--- config.mk ---
export PLATFORM = sky130hd
export DESIGN_NAME = bottle_line_controller
export DESIGN_NICKNAME = d
export VERILOG_FILES = /design/src/rtl/garrafas_pkg.sv /design/src/rtl/line_timer.sv /design/src/rtl/bottle_line_controller.sv
export SDC_FILE = /design/constraint.sdc
export NUM_CORES = 1
export LEC_CHECK = 0
export CORE_MARGIN = 8
export CORE_UTILIZATION = 45
export DETAILED_ROUTE_END_ITERATION = 10
export GPL_ROUTABILITY_DRIVEN = 1
export PLACE_DENSITY_LB_ADDON = 0.15
export SLEW_MARGIN = 25
export SYNTH_ARGS = -nofsm -noshare
export SYNTH_HDL_FRONTEND = slang
export SYNTH_HIERARCHICAL = 1
export SYNTH_SLANG_ARGS = --single-unit
--- constraint.sdc ---
create_clock -name clk -period 4.4 [get_ports clk]
set_clock_uncertainty 0.15 [all_clocks]
set_input_delay 0.66 -clock clk [delete_from_list [all_inputs] [get_ports clk]]
set_output_delay 0.66 -clock clk [all_outputs]
set_load 0.03 [all_outputs]
--- src/rtl/garrafas_pkg.sv ---
// Shared types and defaults for the bottle filling line controller.
package garrafas_pkg;

    typedef enum logic [2:0] {
        StIdle      = 3'd0,
        StAdvance   = 3'd1,
        StFill      = 3'd2,
        StSeal      = 3'd3,
        StCount     = 3'd4,
        StCrateWait = 3'd5,
        StFault     = 3'd6
    } line_state_e;

    localparam int unsigned DefFillTimeout = 200;
    localparam int unsigned DefSealCycles  = 8;
    localparam int unsigned DefCrateSize   = 10;

    // Wide enough to hold the larger of the two terminal counts.
    function automatic int unsigned timer_width(input int unsigned a, input int unsigned b);
        int unsigned m;
        m = (a > b) ? a : b;
        return (m < 2) ? 1 : $clog2(m + 1);
    endfunction

endpackage

--- src/rtl/line_timer.sv ---
// Loadable up-counter with synchronous clear and a terminal-count compare.
module line_timer #(
    parameter int unsigned Width = 8
) (
    input  logic             clk,
    input  logic             reset,
    input  logic             clear_i,
    input  logic             load_i,
    input  logic [Width-1:0] load_val_i,
    input  logic             en_i,
    input  logic [Width-1:0] terminal_i,
    output logic [Width-1:0] count_o,
    output logic             tc_o
);

    logic [Width-1:0] cnt_d, cnt_q;

    always_comb begin
        cnt_d = cnt_q;
        if (clear_i) begin
            cnt_d = '0;
        end else if (load_i) begin
            cnt_d = load_val_i;
        end else if (en_i) begin
            cnt_d = cnt_q + 1'b1;
        end
    end

    always_ff @(posedge clk or negedge reset) begin
        if (!reset) begin
            cnt_q <= '0;
        end else begin
            cnt_q <= cnt_d;
        end
    end

    assign count_o = cnt_q;
    assign tc_o    = (cnt_q == terminal_i);

endmodule

--- src/rtl/bottle_line_controller.sv ---
// Bottle line sequencer: advance, fill, seal, count into crates, with fill-timeout fault.
module bottle_line_controller
    import garrafas_pkg::*;
#(
    parameter int unsigned FILL_TIMEOUT = DefFillTimeout,
    parameter int unsigned SEAL_CYCLES  = DefSealCycles,
    parameter int unsigned CRATE_SIZE   = DefCrateSize
) (
    input  logic       clk,
    input  logic       reset,
    input  logic       start,
    input  logic       stop,
    input  logic       bottle_at_fill,
    input  logic       level_full,
    input  logic       crate_ack,
    input  logic       clear_fault,
    output logic       conveyor_on,
    output logic       valve_open,
    output logic       cap_press,
    output logic       bottle_done,
    output logic       crate_full,
    output logic       alarm,
    output logic [3:0] count
);

    localparam int unsigned TimerW   = timer_width(FILL_TIMEOUT, SEAL_CYCLES);
    localparam logic [3:0]  CountMax = 4'(CRATE_SIZE - 1);

    line_state_e state_d, state_q;
    logic        bottle_q;
    logic        stop_pending_d, stop_pending_q;
    logic [3:0]  count_d, count_q;

    logic              bottle_rise;
    logic              stop_eff;
    logic              timer_clear;
    logic              timer_en;
    logic              timer_tc;
    logic [TimerW-1:0] timer_terminal;
    logic [TimerW-1:0] timer_count;

    assign bottle_rise = bottle_at_fill & ~bottle_q;
    // A stop seen in the deciding cycle counts as already pending.
    assign stop_eff    = stop_pending_q | stop;

    assign timer_clear    = (state_d != state_q);
    assign timer_en       = (state_q == StFill) || (state_q == StSeal);
    assign timer_terminal = (state_q == StFill) ? TimerW'(FILL_TIMEOUT - 1)
                                                : TimerW'(SEAL_CYCLES - 1);

    line_timer #(
        .Width (TimerW)
    ) u_timer (
        .clk        (clk),
        .reset      (reset),
        .clear_i    (timer_clear),
        .load_i     (1'b0),
        .load_val_i ('0),
        .en_i       (timer_en),
        .terminal_i (timer_terminal),
        .count_o    (timer_count),
        .tc_o       (timer_tc)
    );

    always_comb begin
        state_d = state_q;
        case (state_q)
            StIdle: begin
                if (start && !stop) state_d = StAdvance;
            end
            StAdvance: begin
                if (stop)             state_d = StIdle;
                else if (bottle_rise) state_d = StFill;
            end
            StFill: begin
                if (level_full)    state_d = StSeal;
                else if (timer_tc) state_d = StFault;
            end
            StSeal: begin
                if (timer_tc) state_d = StCount;
            end
            StCount: begin
                // count was advanced on entry, so zero here means the crate just filled.
                if (count_q == 4'd0) state_d = StCrateWait;
                else if (stop_eff)   state_d = StIdle;
                else                 state_d = StAdvance;
            end
            StCrateWait: begin
                if (crate_ack) state_d = stop_eff ? StIdle : StAdvance;
            end
            StFault: begin
                if (clear_fault) state_d = StIdle;
            end
            default: state_d = StIdle;
        endcase
    end

    always_comb begin
        stop_pending_d = stop_pending_q;
        if (state_d == StIdle) begin
            stop_pending_d = 1'b0;
        end else if (stop && (state_q == StFill || state_q == StSeal ||
                              state_q == StCount || state_q == StCrateWait)) begin
            stop_pending_d = 1'b1;
        end
    end

    // Advance on the edge into COUNT so bottle_done and the new count appear together.
    always_comb begin
        count_d = count_q;
        if (state_q == StSeal && state_d == StCount) begin
            count_d = (count_q == CountMax) ? 4'd0 : count_q + 4'd1;
        end
    end

    always_ff @(posedge clk or negedge reset) begin
        if (!reset) begin
            state_q        <= StIdle;
            bottle_q       <= 1'b0;
            stop_pending_q <= 1'b0;
            count_q        <= 4'd0;
        end else begin
            state_q        <= state_d;
            bottle_q       <= bottle_at_fill;
            stop_pending_q <= stop_pending_d;
            count_q        <= count_d;
        end
    end

    assign conveyor_on = (state_q == StAdvance);
    assign valve_open  = (state_q == StFill);
    assign cap_press   = (state_q == StSeal);
    assign bottle_done = (state_q == StCount);
    assign crate_full  = (state_q == StCrateWait);
    assign alarm       = (state_q == StFault);
    assign count       = count_q;

endmodule

==> metrics.yaml, run 1 <==
synth_edf_count: 0
grt_max_degree: 18
r2r_start: "state_q[1]"
drt_pre_antenna_iters: 4
dp_slack_ps: 1030
std_cell_rows: 18
path_class: "reg2reg"
dieArea_um2: 4530
r2r-end: "u_timer/count_o[7]"
critPathRequiredTime_ps: 4450
crit_path_top_delay_cell: "dfrtp_1"
final_max_slew_viol_count: 0
crit_top_cell: "nor2_1"
cpPeakStageDelay_ps: 650
numPortBuffers: 17
drv_cap: 0
period_needed_ps: 3450
dpl_cell_area_um2: 1400
regArea_um2: 425
fin_cells: 194
vias_per_cell: 5.29
timing.final.crit_share_pct: 78.4
async_flop_share_pct: 100
max_freq_mhz: 290
clock_latency_ps: 280
cts_resized: 0
ys_ff_latch: 17
tns_ps: 0
cp_cell_sequence: "and2b_1 > and2_1 > xnor2_1 > nand4_1 > nor2_1 > or2b_1 > a21bo_2 > o2111ai_2 > nor2_1 > o2111ai_1 > o21bai_1 > a31oi_1"
rsz0062_at_grt: "no"
hpwl_um: 2010
relSlewSlack_pct: 49.1
status: "completed"
yosys_warnings: 6
layout_setup_ws_ps: 952
startpoint_type: "flip-flop"
ir_drop_mv: 0.309
drive_above_1_share_pct: 6.71
overflow: 0
setup_viol_count_final: 0
cts.path.max_buffers: 2
io_pins: 18
diodes: 0
hold_viol: 0
crit_end: "u_timer/count_o[7]"
seq_area_frac_synth_pct: 35.9
ys.flop_type: "dfrtp_1"
synth_cells: 135
power_leakage_nw: 0.588
grt_pass1_vias: 958
r2r_slack_ps: 950
powerDensity_nw_per_um2: 547
end_kind: "flip-flop"
ys_types: 42
coreArea_um2: 2480
place_congestion: 0.864
finalPower_uw: 782
drt_wl_total_um: 2650
crit_fanout: 15
nets: 174
crit_start: "state_q[1]"
cts_tree: "yes"
area_growth_syn_to_layout_pct: 20.7
track_usage_pct: 12.6
tightest_slew_ps: 760
final_area_um2: 1430
place_inst: 190
cts_made_buffers: 3
post_drt_wl_per_cell_um: 13.6
mappedNetlistArea_um2: 1180
route.detailed.drc: 0
die_height_um: 67.3
start_util_pct: 47.8
antenna_found_initial: 0
grt_pass1_wl_um: 4460
rr_worst_depth: 12
routed-via-count: 1027
antenna_left: 0
post-cts-setup-buffers: 0
root_buffer: "clkbuf_4"
clkTransAtPathRegs_ps: 90
avgSynthCellArea_um2: 8.78
hp-class: "reg2reg"
drt_iter0_markers: 36
cts.sinks: 17
holdBufCountCts: 0
die_w_um: 67.3
multiInputGateArea_um2: 756
fillCellCount: 224
cts_htree_levels: 1
critPathArrivalTime_ps: 3500
[power breakdown]
group / internal [mW] / switching, mW
Sequential: 0.209 / 0.102
Clock: 0.0352 / 0.0469
Combinational: 0.182 / 0.207
Total: 0.426 / 0.356
[layout make-up]
| class | instances | area share, % |
|---|---|---|
| Sequential cell | 17 | 29.7 |
| Tap cell | 30 | 2.62 |
| Clock buffer | 4 | 1.84 |
| Multi-Input combinational cell | 122 | 52.8 |
| Inverter | 4 | 1.05 |
| Timing Repair Buffer | 17 | 11.9 |
[routing by layer]
| layer | up-vias | wire length [µm] | GRT usage (%) |
|---|---|---|---|
| li1 | 517 | - | - |
| met1 | 475 | 1110 | 15.4 |
| met2 | 31 | 1320 | 21.0 |
| met3 | 4 | 189 | 3.31 |
| met4 | 0 | 26 | 4.18 |
| met5 | - | 0 | 0 |
[how the worst min path moves through the flow]
stage / start / endpoint / slack [ps] / cells past startpoint
floorplan: reset / bottle_q / 210 / 0
global placement: stop_pending_q / stop_pending_q / 370 / 2
detailed placement: count[0] / count[0] / 380 / 1
CTS: count[0] / count[0] / 390 / 1
global route: count[0] / count[0] / 420 / 1
finish: count[0] / count[0] / 380 / 1
[synth_stat cells (all sizes together), types with 2 or more instances]
| master | n | area (µm²) |
|---|---|---|
| and2 | 2 | 12.5 |
| nand4 | 8 | 56.3 |
| conb | 2 | 7.51 |
| buf | 7 | 45.0 |
| a21oi | 6 | 30.0 |
| nor4 | 2 | 18.8 |
| xor2 | 6 | 52.6 |
| o21ai | 9 | 45.0 |
| o2111ai | 2 | 23.8 |
| nor2b | 4 | 25.0 |
| nor2 | 13 | 48.8 |
| nor3b | 2 | 15.0 |
| nand3 | 3 | 15.0 |
| dfrtp | 17 | 425 |
| or3 | 4 | 25.0 |
| inv | 4 | 15.0 |
| a211oi | 4 | 30.0 |
| nor3 | 2 | 10.0 |
| a311oi | 2 | 23.8 |
| and2b | 2 | 15.0 |
| mux2 | 2 | 22.5 |
| nand2 | 11 | 41.3 |
| xnor2 | 9 | 78.8 |
[logic make-up (layout without fill, tap and decap cells)]
family / after synthesis / count (layout) / synth area share [%]
and+or+nand+nor: 57 / 57 / 26.3
AOI/OAI and AO/OA: 29 / 29 / 17.2
DFF: 17 / 17 / 35.9
xor gates and xnor gates: 15 / 15 / 11.1
buffers and inverters: 11 / 25 / 5.07
muxes: 3 / 3 / 2.75
other: 2 / 17 / 0.634
adders and majority gates: 1 / 1 / 1.06
[cell usage in the layout (no fill, tap or decap), drive strengths merged, types with 2 or more instances in the layout]
| master | count |
|---|---|
| a211oi | 4 |
| and2 | 2 |
| conb | 17 |
| a21oi | 6 |
| and2b | 2 |
| inv | 4 |
| o21ai | 9 |
| nor4 | 2 |
| clkbuf | 4 |
| nand4 | 8 |
| or3 | 4 |
| nand3 | 3 |
| a311oi | 2 |
| dfrtp | 17 |
| mux2 | 2 |
| clkdlybuf4s50 | 17 |
| nor2b | 4 |
| o2111ai | 2 |
| nor2 | 13 |
| xnor2 | 9 |
| xor2 | 6 |
| nand2 | 11 |
| nor3b | 2 |
| nor3 | 2 |
[sequential cells by signal (all words and copies together) (netlist names)]
register	flops
count	4
bottle_q	1
state_q	3
stop_pending_q	1
u_timer/count_o	8
[through the flow]
step           hold slack [ps]  util (%)
5_1_grt                    422      57.7
3_5_place_dp               380      56.7
3_3_place_gp               373      56.7
4_1_cts                    394      57.7
6_report                   385      57.7
2_1_floorplan              214         -
[critical path: cells and delay by family (launching register included)]
| kind | cells | cell delay [ps] |
|---|---|---|
| AND/OR/NAND/NOR | 6 | 1310 |
| AO/OA/AOI/OAI | 5 | 1120 |
| flip-flops | 1 | 650 |
| XOR/XNOR | 1 | 130 |
Note: power is estimated with default switching activity, not from simulation.
==> inputs of run 2 (changes only) <==
- clock period: 4.4 -> 3.41 ns (I/O delays scaled with it)
==> metrics.yaml, run 2 (synthesized netlist as in run 1, its figures left out) <==
crit_family: "simple AND/OR/NAND/NOR gates"  # unchanged
start_util_pct: 47.8  # unchanged
crit_path_top_delay_cell: "dfrtp_1"  # unchanged
root_buffer: "clkbuf_4"  # unchanged
final_cell_mix: "dfrtp_1, clkdlybuf4s50_1, conb_1, nor2_1, nand2_1"  # unchanged
regArea_um2: 425  # unchanged
startpoint_type: "flip-flop"  # unchanged
dpl_cell_area_um2: 1430  # was 1400 µm²
cts_htree_levels: 1  # unchanged
routed-via-count: 1035  # was 1027
hp-class: "reg2reg"  # unchanged
antenna_left: 0  # unchanged
io_pins: 18  # unchanged
crit_top_cell: "nor2_1"  # unchanged
drt_pre_antenna_iters: 4  # unchanged
cp_cell_sequence: "and2b_1 > and2_1 > xnor2_1 > nand4_1 > nor2_1 > or2b_1 > a21bo_2 > o2111ai_2 > nor2_1 > o2111ai_1 > buf_4 > o21bai_1 > a31oi_1"  # was and2b_1 > and2_1 > xnor2_1 > nand4_1 > nor2_1 > or2b_1 > a21bo_2 > o2111ai_2 > nor2_1 > o2111ai_1 > o21bai_1 > a31oi_1
hpwl_um: 2070  # was 2010 µm
holdBufCountCts: 0  # unchanged
end_kind: "flip-flop"  # unchanged
cp_num_buf_inv: 1  # was 0
multiInputGateArea_um2: 756  # unchanged
nets: 177  # was 174
area_growth_syn_to_layout_pct: 22.6  # was 20.7%
dieArea_um2: 4530  # unchanged
cts.sinks: 17  # unchanged
tns_ps: 0  # unchanged
diodes: 0  # unchanged
critPathRequiredTime_ps: 3480  # was 4450 ps
track_usage_pct: 12.6  # about the same
critPathArrivalTime_ps: 3060  # was 3500 ps
coreArea_um2: 2480  # unchanged
die_height_um: 67.3  # unchanged
tightest_slew_ps: 763  # was 760 ps
place_congestion: 0.837  # was 0.864
max_freq_mhz: 334  # was 290 MHz
die_w_um: 67.3  # unchanged
clock_latency_ps: 290  # was 280 ps
cts_tree: "yes"  # unchanged
dp_slack_ps: 449  # was 1030 ps
drv_cap: 0  # unchanged
cts_made_buffers: 3  # unchanged
layout_setup_ws_ps: 415  # was 952 ps
antenna_found_initial: 0  # unchanged
relSlewSlack_pct: 49.0  # was 49.1%
status: "completed"  # unchanged
rsz0062_at_grt: "no"  # unchanged
final_max_slew_viol_count: 0  # unchanged
overflow: 0  # unchanged
cts.path.max_buffers: 2  # unchanged
powerDensity_nw_per_um2: 712  # was 547 nW/µm²
grt_pass1_vias: 1014  # was 958
finalPower_mw: 1.03  # was 782 µW
post_drt_wl_per_cell_um: 13.5  # was 13.6 µm
fillCellCount: 239  # was 224
setup_viol_count_final: 0  # unchanged
vias_per_cell: 5.25  # was 5.29
std_cell_rows: 18  # unchanged
drive_above_1_share_pct: 8.38  # was 6.71%
post-cts-setup-buffers: 0  # unchanged
power_leakage_nw: 0.603  # was 0.588 nW
hold_viol: 0  # unchanged
route.detailed.drc: 0  # unchanged
period_needed_ps: 3000  # was 3450 ps
final_area_um2: 1450  # was 1430 µm²
largest_reg_flops: 8  # unchanged
numPortBuffers: 17  # unchanged
cpPeakStageDelay_ps: 510  # was 650 ps
grt_pass1_wl_um: 4480  # was 4460 µm
drt_wl_total_um: 2660  # was 2650 µm
drt_iter0_markers: 21  # was 36
clkTransAtPathRegs_ps: 100  # was 90 ps
cts_resized: 0  # unchanged
timing.final.crit_share_pct: 87.8  # was 78.4%
path_class: "reg2reg"  # unchanged
ir_drop_mv: 0.405  # was 0.309 mV
grt_max_degree: 18  # unchanged
crit_fanout: 11  # was 15
==> run 2: changes by cell type in the layout (fill, tap and decap cells not counted) <==
cell,delta
buf_4,+3
==> run 2: per-layer routing <==
metal	vias to the layer above	track usage (%)	share of wire, %
met5	-	0	0
met4	0	3.92	0.64
met3	2	4.30	5.7
met2	21	20.9	49
met1	487	15.1	45
li1	525	-	-
==> run 2: through the flow <==
step / cells / utilization, % / hold WS (ps)
detailed placement: 193 / 57.6 / 383
floorplan: 150 / - / 65.9
global placement: 193 / 57.6 / 369
finish: 197 / 58.6 / 390
global route: 197 / 58.6 / 449
CTS: 197 / 58.6 / 401
==> run 2: worst min-delay path: cells and delay by family (launching register included) <==
kind,cells,cell delay [ps]
AO/OA/AOI/OAI,1,50
flip-flops,1,370
AND/OR/NAND/NOR,1,90
==> run 2: cell type report <==
type / instances / area share, %
flip-flops and latches: 17 / 29.3
well taps: 30 / 2.58
inverters: 4 / 1.03
clock buffers: 4 / 1.81
multi-input cells: 122 / 52.0
repair buffers: 20 / 13.3
==> run 2: final timing paths <==
| check | end | slack (ps) | start | depth (start not counted) |
|---|---|---|---|---|
| setup reg to reg | u_timer/count_o[7] | 410 | state_q[2] | 13 |
| max in group asynchronous | stop_pending_q | 2120 | reset | 1 |
| hold / removal | stop_pending_q | 390 | stop_pending_q | 2 |
| min in group asynchronous | state_q[0] | 510 | reset | 1 |
| hold reg to reg | stop_pending_q | 390 | stop_pending_q | 2 |
| setup / recovery | u_timer/count_o[7] | 410 | state_q[2] | 13 |
==> run 2: power by group <==
group | internal [mW] | leakage [nW] | switching, mW
Sequential | 0.271 | 0.221 | 0.109
Clock | 0.0455 | 0.0150 | 0.0602
Combinational | 0.256 | 0.367 | 0.293
